[config.mk]
export PLATFORM = sky130hd
export DESIGN_NAME = lut_cfg_loader_flat
export DESIGN_NICKNAME = d
export VERILOG_FILES = /design/src/rtl/lut_cfg_loader_if.sv /design/src/rtl/lut_cfg_loader.sv /design/src/flat_wrapper.sv
export SDC_FILE = /design/constraint.sdc
export NUM_CORES = 1
export LEC_CHECK = 0
export CORE_MARGIN = 3
export CORE_UTILIZATION = 52
export CTS_BUF_LIST = sky130_fd_sc_hd__clkbuf_4
export DETAILED_ROUTE_END_ITERATION = 16
export HOLD_SLACK_MARGIN = 0.08
export PLACE_DENSITY = 0.79
export SLEW_MARGIN = 0
export SYNTH_ARGS = -nofsm -noshare
export SYNTH_HDL_FRONTEND = slang
export SYNTH_SLANG_ARGS = --single-unit
[constraint.sdc]
create_clock -name C -period 1.85 [get_ports C]
set_clock_uncertainty 0.2 [all_clocks]
set_input_delay 0.2775 -clock C [delete_from_list [all_inputs] [get_ports C]]
set_output_delay 0.2775 -clock C [all_outputs]
set_load 0.02 [all_outputs]
[src/rtl/lut_cfg_loader_if.sv]
// Configuration bus between the serial config shift path and the LUT/MUX/FF
// block's loader: serial bit input with its valid strobe, and the parallel
// configuration word plus status pulses coming back out.
//   master : the side that shifts bits in and consumes INIT/S (bench / fabric)
//   slave  : lut_cfg_loader itself
interface lut_cfg_loader_if #(
    parameter int K = 4
);
    logic              DI;
    logic              DV;
    logic [2**K-1:0]   INIT;
    logic              S;
    logic              DONE;
    logic              ERR;
    logic              BUSY;

    modport master (
        output DI,
        output DV,
        input  INIT,
        input  S,
        input  DONE,
        input  ERR,
        input  BUSY
    );

    modport slave (
        input  DI,
        input  DV,
        output INIT,
        output S,
        output DONE,
        output ERR,
        output BUSY
    );
endinterface

[src/rtl/lut_cfg_loader.sv]
// lut_cfg_loader: serial configuration writer for the LUT/MUX/FF block.
// Hunts a SYNC_W-bit sync word in the DV-qualified bit stream, then
// deserialises 2**K truth-table bits (MSB first) followed by the mux select
// bit, and commits them to the registered INIT/S outputs only once the whole
// frame has arrived, so the block never sees a partially written table.
//
// Optional build macro LUT_CFG_LOADER_PARITY_EN: appends one even-parity bit
// to each frame, adds a CHECK state and pulses ERR on a parity mismatch
// (frame discarded). Without it ERR is constantly 0 and every frame commits.
module lut_cfg_loader #(
    parameter int                K      = 4,
    parameter int                SYNC_W = 8,
    parameter logic [SYNC_W-1:0] SYNC   = 8'hA5
) (
    input  logic                C,
    input  logic                RN,
    lut_cfg_loader_if.slave     bus
);

    localparam int             INIT_W   = 2**K;
    localparam int             CW       = $clog2(INIT_W + 1);
    // Index of the S bit inside the payload; consuming it ends the LOAD phase.
    localparam logic [CW-1:0]  LAST_IDX = CW'(INIT_W);
    localparam logic [CW-1:0]  CNT_ONE  = CW'(1);

    typedef enum logic [1:0] {
        ST_HUNT  = 2'd0,
        ST_LOAD  = 2'd1
`ifdef LUT_CFG_LOADER_PARITY_EN
        ,
        ST_CHECK = 2'd2
`endif
    } state_t;

`ifdef LUT_CFG_LOADER_PARITY_EN
    // Even parity over payload plus parity bit: any odd count of ones is bad.
    function automatic logic parity_bad(input logic [INIT_W:0] payload,
                                        input logic            par_bit);
        return ^{payload, par_bit};
    endfunction
`endif

    state_t               state_r;
    state_t               state_n;
    logic [SYNC_W-1:0]    win_r;
    logic [SYNC_W-1:0]    win_n;
    logic [SYNC_W-1:0]    win_shift_s;
    logic [CW-1:0]        cnt_r;
    logic [CW-1:0]        cnt_n;
    // Staging: bits [INIT_W:1] hold INIT (MSB first on the wire), bit 0 holds S.
    logic [INIT_W:0]      stage_r;
    logic [INIT_W:0]      stage_n;
    logic [INIT_W:0]      stage_shift_s;
    logic [INIT_W-1:0]    init_r;
    logic [INIT_W-1:0]    init_n;
    logic                 s_r;
    logic                 s_n;
    logic                 done_r;
    logic                 done_n;
    logic                 err_r;
    logic                 err_n;
    logic                 busy_r;
    logic                 busy_n;

    // FSM state register.
    always_ff @(posedge C or negedge RN) begin
        if (!RN) begin
            state_r <= ST_HUNT;
        end else begin
            state_r <= state_n;
        end
    end

    // Next-state and datapath next-value logic; nothing moves unless DV=1.
    always_comb begin
        state_n       = state_r;
        win_n         = win_r;
        cnt_n         = cnt_r;
        stage_n       = stage_r;
        init_n        = init_r;
        s_n           = s_r;
        done_n        = 1'b0;
        err_n         = 1'b0;
        win_shift_s   = {win_r[SYNC_W-2:0], bus.DI};
        stage_shift_s = {stage_r[INIT_W-1:0], bus.DI};

        if (bus.DV) begin
            case (state_r)
                ST_HUNT: begin
                    // The window compared includes the bit arriving on this edge.
                    if (win_shift_s == SYNC) begin
                        state_n = ST_LOAD;
                        cnt_n   = {CW{1'b0}};
                        stage_n = {(INIT_W+1){1'b0}};
                        // Window restarts empty so the next hunt cannot reuse
                        // stale sync bits from this frame.
                        win_n   = {SYNC_W{1'b0}};
                    end else begin
                        win_n   = win_shift_s;
                    end
                end

                ST_LOAD: begin
                    stage_n = stage_shift_s;
                    if (cnt_r == LAST_IDX) begin
`ifdef LUT_CFG_LOADER_PARITY_EN
                        state_n = ST_CHECK;
                        cnt_n   = {CW{1'b0}};
`else
                        state_n = ST_HUNT;
                        cnt_n   = {CW{1'b0}};
                        init_n  = stage_shift_s[INIT_W:1];
                        s_n     = stage_shift_s[0];
                        done_n  = 1'b1;
`endif
                    end else begin
                        cnt_n   = cnt_r + CNT_ONE;
                    end
                end

`ifdef LUT_CFG_LOADER_PARITY_EN
                ST_CHECK: begin
                    state_n = ST_HUNT;
                    cnt_n   = {CW{1'b0}};
                    if (parity_bad(stage_r, bus.DI)) begin
                        err_n  = 1'b1;
                    end else begin
                        init_n = stage_r[INIT_W:1];
                        s_n    = stage_r[0];
                        done_n = 1'b1;
                    end
                end
`endif

                default: begin
                    state_n = ST_HUNT;
                    win_n   = {SYNC_W{1'b0}};
                    cnt_n   = {CW{1'b0}};
                end
            endcase
        end else begin
            state_n = state_r;
        end

        busy_n = (state_n != ST_HUNT);
    end

    // Datapath and output registers; outputs change only on C edges.
    always_ff @(posedge C or negedge RN) begin
        if (!RN) begin
            win_r   <= {SYNC_W{1'b0}};
            cnt_r   <= {CW{1'b0}};
            stage_r <= {(INIT_W+1){1'b0}};
            init_r  <= {INIT_W{1'b0}};
            s_r     <= 1'b0;
            done_r  <= 1'b0;
            err_r   <= 1'b0;
            busy_r  <= 1'b0;
        end else begin
            win_r   <= win_n;
            cnt_r   <= cnt_n;
            stage_r <= stage_n;
            init_r  <= init_n;
            s_r     <= s_n;
            done_r  <= done_n;
            err_r   <= err_n;
            busy_r  <= busy_n;
        end
    end

    assign bus.INIT = init_r;
    assign bus.S    = s_r;
    assign bus.DONE = done_r;
    assign bus.ERR  = err_r;
    assign bus.BUSY = busy_r;

endmodule

[src/flat_wrapper.sv]
// flat-port wrapper written by rule: the top's interface ports become plain ports
module lut_cfg_loader_flat 
#(
    parameter int                K      = 4,
    parameter int                SYNC_W = 8,
    parameter logic [SYNC_W-1:0] SYNC   = 8'hA5
)
  (C, RN, bus_DI, bus_DV, bus_INIT, bus_S, bus_DONE, bus_ERR, bus_BUSY);
  lut_cfg_loader_if #(.K(K)) bus_i ();
  input  logic C;
  input  logic RN;
  input wire logic [$bits(bus_i.DI)-1:0] bus_DI;
  input wire logic [$bits(bus_i.DV)-1:0] bus_DV;
  output wire logic [$bits(bus_i.INIT)-1:0] bus_INIT;
  output wire logic [$bits(bus_i.S)-1:0] bus_S;
  output wire logic [$bits(bus_i.DONE)-1:0] bus_DONE;
  output wire logic [$bits(bus_i.ERR)-1:0] bus_ERR;
  output wire logic [$bits(bus_i.BUSY)-1:0] bus_BUSY;
  assign bus_i.DI = bus_DI;
  assign bus_i.DV = bus_DV;
  assign bus_INIT = bus_i.INIT;
  assign bus_S = bus_i.S;
  assign bus_DONE = bus_i.DONE;
  assign bus_ERR = bus_i.ERR;
  assign bus_BUSY = bus_i.BUSY;
  lut_cfg_loader #(.K(K), .SYNC_W(SYNC_W), .SYNC(SYNC)) u_core (.C(C), .RN(RN), .bus(bus_i));
endmodule
==> flow_summary.ini, run 1 <==
[floorplanning]
start_util_pct = 55.08
core_area_sq_um = 4086
num_rows = 23
dieWidth_um = 71.79
die_y_um = 71.79
io_pins = 24
die-area_sq_um = 5154

[synthesis]
synth_area_sq_um = 2251
avgSynthCellArea_sq_um = 11.85
yosysWarnings = 0
synth-seq-cells = 49
synth.net_count = 196
synth_cell_types = 42
ys_seq_area_share_pct = 54.47
syn_inst = 190

[clock_network]
cts_tree = yes
cts.htree.levels = 2
cts_sinks = 49
cts.reportedPaths.clkPinSlew_ps = 130
cts_buffers = 5
clock_path_buffers = 2
clkLatencyLatePin_ps = 360
root_buffer = clkbuf_4

[sta]
period_share_pct = 96.90
clock.fmax_ghz = 0.5578
slew_violations = 0
rsz0062_at_grt = no
fin_tns_setup_ps = 0
fin_crit_ps = 1793
setup_viol = 0
hold_viol_final = 0

[setup_path]
crit_slowest_cell = clkdlybuf4s50_1
regToRegSetupSlack_ps = 80
path_depth = 1
path_buf_inv = 1
path_cells = clkdlybuf4s50_1
crit_arrival_ps = 1320
worstPathRequired_ps = 1370
cp_top_family = buffers and inverters
reg2reg_depth = 5
timing.rr.start = u_core.cnt_r[1]$_DFFE_PN0P_
slowest_delay_ps = 600
cp-end-kind = output port
critPathLaunchType = register
critPathMaxFanout = 2
worstSetupStartpoint = u_core.bus.INIT[13]$_DFFE_PN0P_
path_class = register to output port

[grt]
grt_pass1_vias = 1466
grt_max_degree = 50
grt_pass1_wl_um = 6962
overflow = 0
antenna_found_initial = 0
grt_usage_pct = 17.43

[final_layout]
antenna_cells = 0
regArea_sq_um = 1226
layout-drive-gt1-share_pct = 22.07
final_cells = 272
syn_to_final_growth_pct = 20.34
layout_common_cells = 49 x dfrtp_1, 24 x inv_1, 20 x o21ai_0
final_nets = 228
multi_input_area_sq_um = 874.6
n_fill_cell = 320
final_common_cell = dfrtp_1

[route]
viasPerCell = 5.544
wl_per_cell_um = 14.57
first_pass_iters = 4
antenna_left = 0
vias = 1508
drc = 0
drt-total-wl_um = 3964
drt_iter0_markers = 124

[pwr]
irDropWorstVdd_uv = 488.7
total_power_w = 0.002408
cellLeakagePower_nw = 1.565
power_density_nw_per_um2 = 889.1

[outcome]
status = complete, no violations

[flow_run]
cap_violations = 0

[placement]
dpl.cell_count = 263
hpwl_um = 2597
port_buffers = 22
place.gp.congestion = 0.7104

[min_path]
hold_class = input pin to async pin
[repair_timing]
action,CTS,global route
buffers inserted,0,1
hold buffers,1,0
gates cloned,0,0
pin swaps,1,2
endpoints found under the hold margin,49,0
setup endpoints to repair,18,35
resized for setup,2,20
[synth_stat cells, drive strengths merged]
library cell / instances / area share [%]
and4bb: 2 / 1.3
nand2: 2 / 0.67
a31oi: 5 / 1.4
a21o: 1 / 0.33
o211ai: 2 / 0.67
a32o: 3 / 1.3
nor2b: 1 / 0.28
buf: 7 / 2.6
conb: 1 / 0.17
nor4bb: 1 / 0.44
nand2b: 3 / 0.83
and2: 4 / 1.1
o211a: 1 / 0.44
nand3: 2 / 0.44
inv: 26 / 4.3
o21ai: 21 / 4.8
mux2: 17 / 10
o311ai: 1 / 0.39
mux2i: 1 / 0.44
a22oi: 16 / 5.3
clkbuf: 4 / 0.67
or2: 1 / 0.28
nor4: 1 / 0.28
and3: 1 / 0.33
ha: 2 / 1.1
a211o: 2 / 0.83
nand4bb: 2 / 1.0
o22ai: 4 / 1.1
dfrtp: 49 / 54
a2bb2oi: 1 / 0.39
o31a: 2 / 0.89
nor2: 2 / 0.33
and3b: 2 / 0.94
[cell families (layout without fill, tap and decap cells)]
| family | after synthesis | count (layout) | synth area share (%) |
|---|---|---|---|
| muxes | 18 | 18 | 10.45 |
| DFF | 49 | 49 | 54.47 |
| adders and majority gates | 2 | 2 | 1.112 |
| and+or+nand+nor | 24 | 24 | 8.227 |
| other | 1 | 1 | 0.1666 |
| AOI/OAI and AO/OA | 59 | 59 | 17.95 |
| buffers and inverters | 37 | 69 | 7.615 |
[path summary, 6_finish.rpt]
| check | to |
|---|---|
| hold reg to reg | u_core.bus.INIT[5]$_DFFE_PN0P_ |
| max in group asynchronous | u_core.stage_r[0]$_DFFE_PN0P_ |
| min in group C | u_core.bus.INIT[5]$_DFFE_PN0P_ |
| setup / recovery | bus_INIT[13] |
| setup reg to reg | u_core.cnt_r[2]$_DFFE_PN0P_ |
| hold / removal | u_core.cnt_r[0]$_DFFE_PN0P_ |
[cell type report]
| type | instances | share of cell area [%] |
|---|---|---|
| Clock inverter | 2 | 0.4157 |
| Multi-Input combinational cell | 104 | 32.29 |
| Clock buffer | 5 | 1.386 |
| Timing Repair Buffer | 36 | 14.73 |
| Sequential cell | 49 | 45.27 |
| Tap cell | 50 | 2.309 |
| Inverter | 26 | 3.603 |
[per-layer routing]
| layer | GRT usage [%] | share of wire [%] | wire length, um | vias up |
|---|---|---|---|---|
| met5 | 0 | 0 | 0 | - |
| met4 | 5.637 | 1.4 | 55 | 0 |
| met3 | 4.628 | 5.0 | 199 | 5 |
| met2 | 26.33 | 45 | 1778 | 35 |
| met1 | 24.52 | 49 | 1930 | 728 |
| li1 | - | - | - | 740 |
[flip-flops by register name (all words and copies together), names as in the netlist]
name	cells
u_core.state_r	2
u_core.bus.INIT	16
u_core.win_r	7
u_core.stage_r	16
u_core.bus.S	1
u_core.bus.BUSY	1
u_core.cnt_r	5
u_core.bus.DONE	1
[power breakdown]
| part | total (W) | switching [W] | internal [W] | leakage, nW |
|---|---|---|---|---|
| registers | 0.00137 | 0.000146 | 0.00123 | 0.620 |
| clock network | 0.000450 | 0.000313 | 0.000137 | 0.0247 |
| logic | 0.000585 | 0.000288 | 0.000297 | 0.921 |
[metrics by stage]
stage / area [sq um] / util [%] / hold slack (ps) / setup WS, ps
3_5_place_dp: 2582 / 63.20 / 82.15 / -48.36
2_1_floorplan: 2251 / - / -218.1 / 131.3
3_3_place_gp: 2582 / 63.20 / 80.98 / -14.34
6_report: 2709 / 66.29 / 190.9 / 57.33
5_1_grt: 2709 / 66.29 / 196.2 / 3.263
4_1_cts: 2649 / 64.82 / 205.1 / -6.020
Note: power is estimated with default switching activity, not from simulation.
==> inputs of run 2 (changes only) <==
- SLEW_MARGIN: 0 -> default
==> results of run 2 <==
The final DEF is identical to that of run 1; final timing and power are the same.
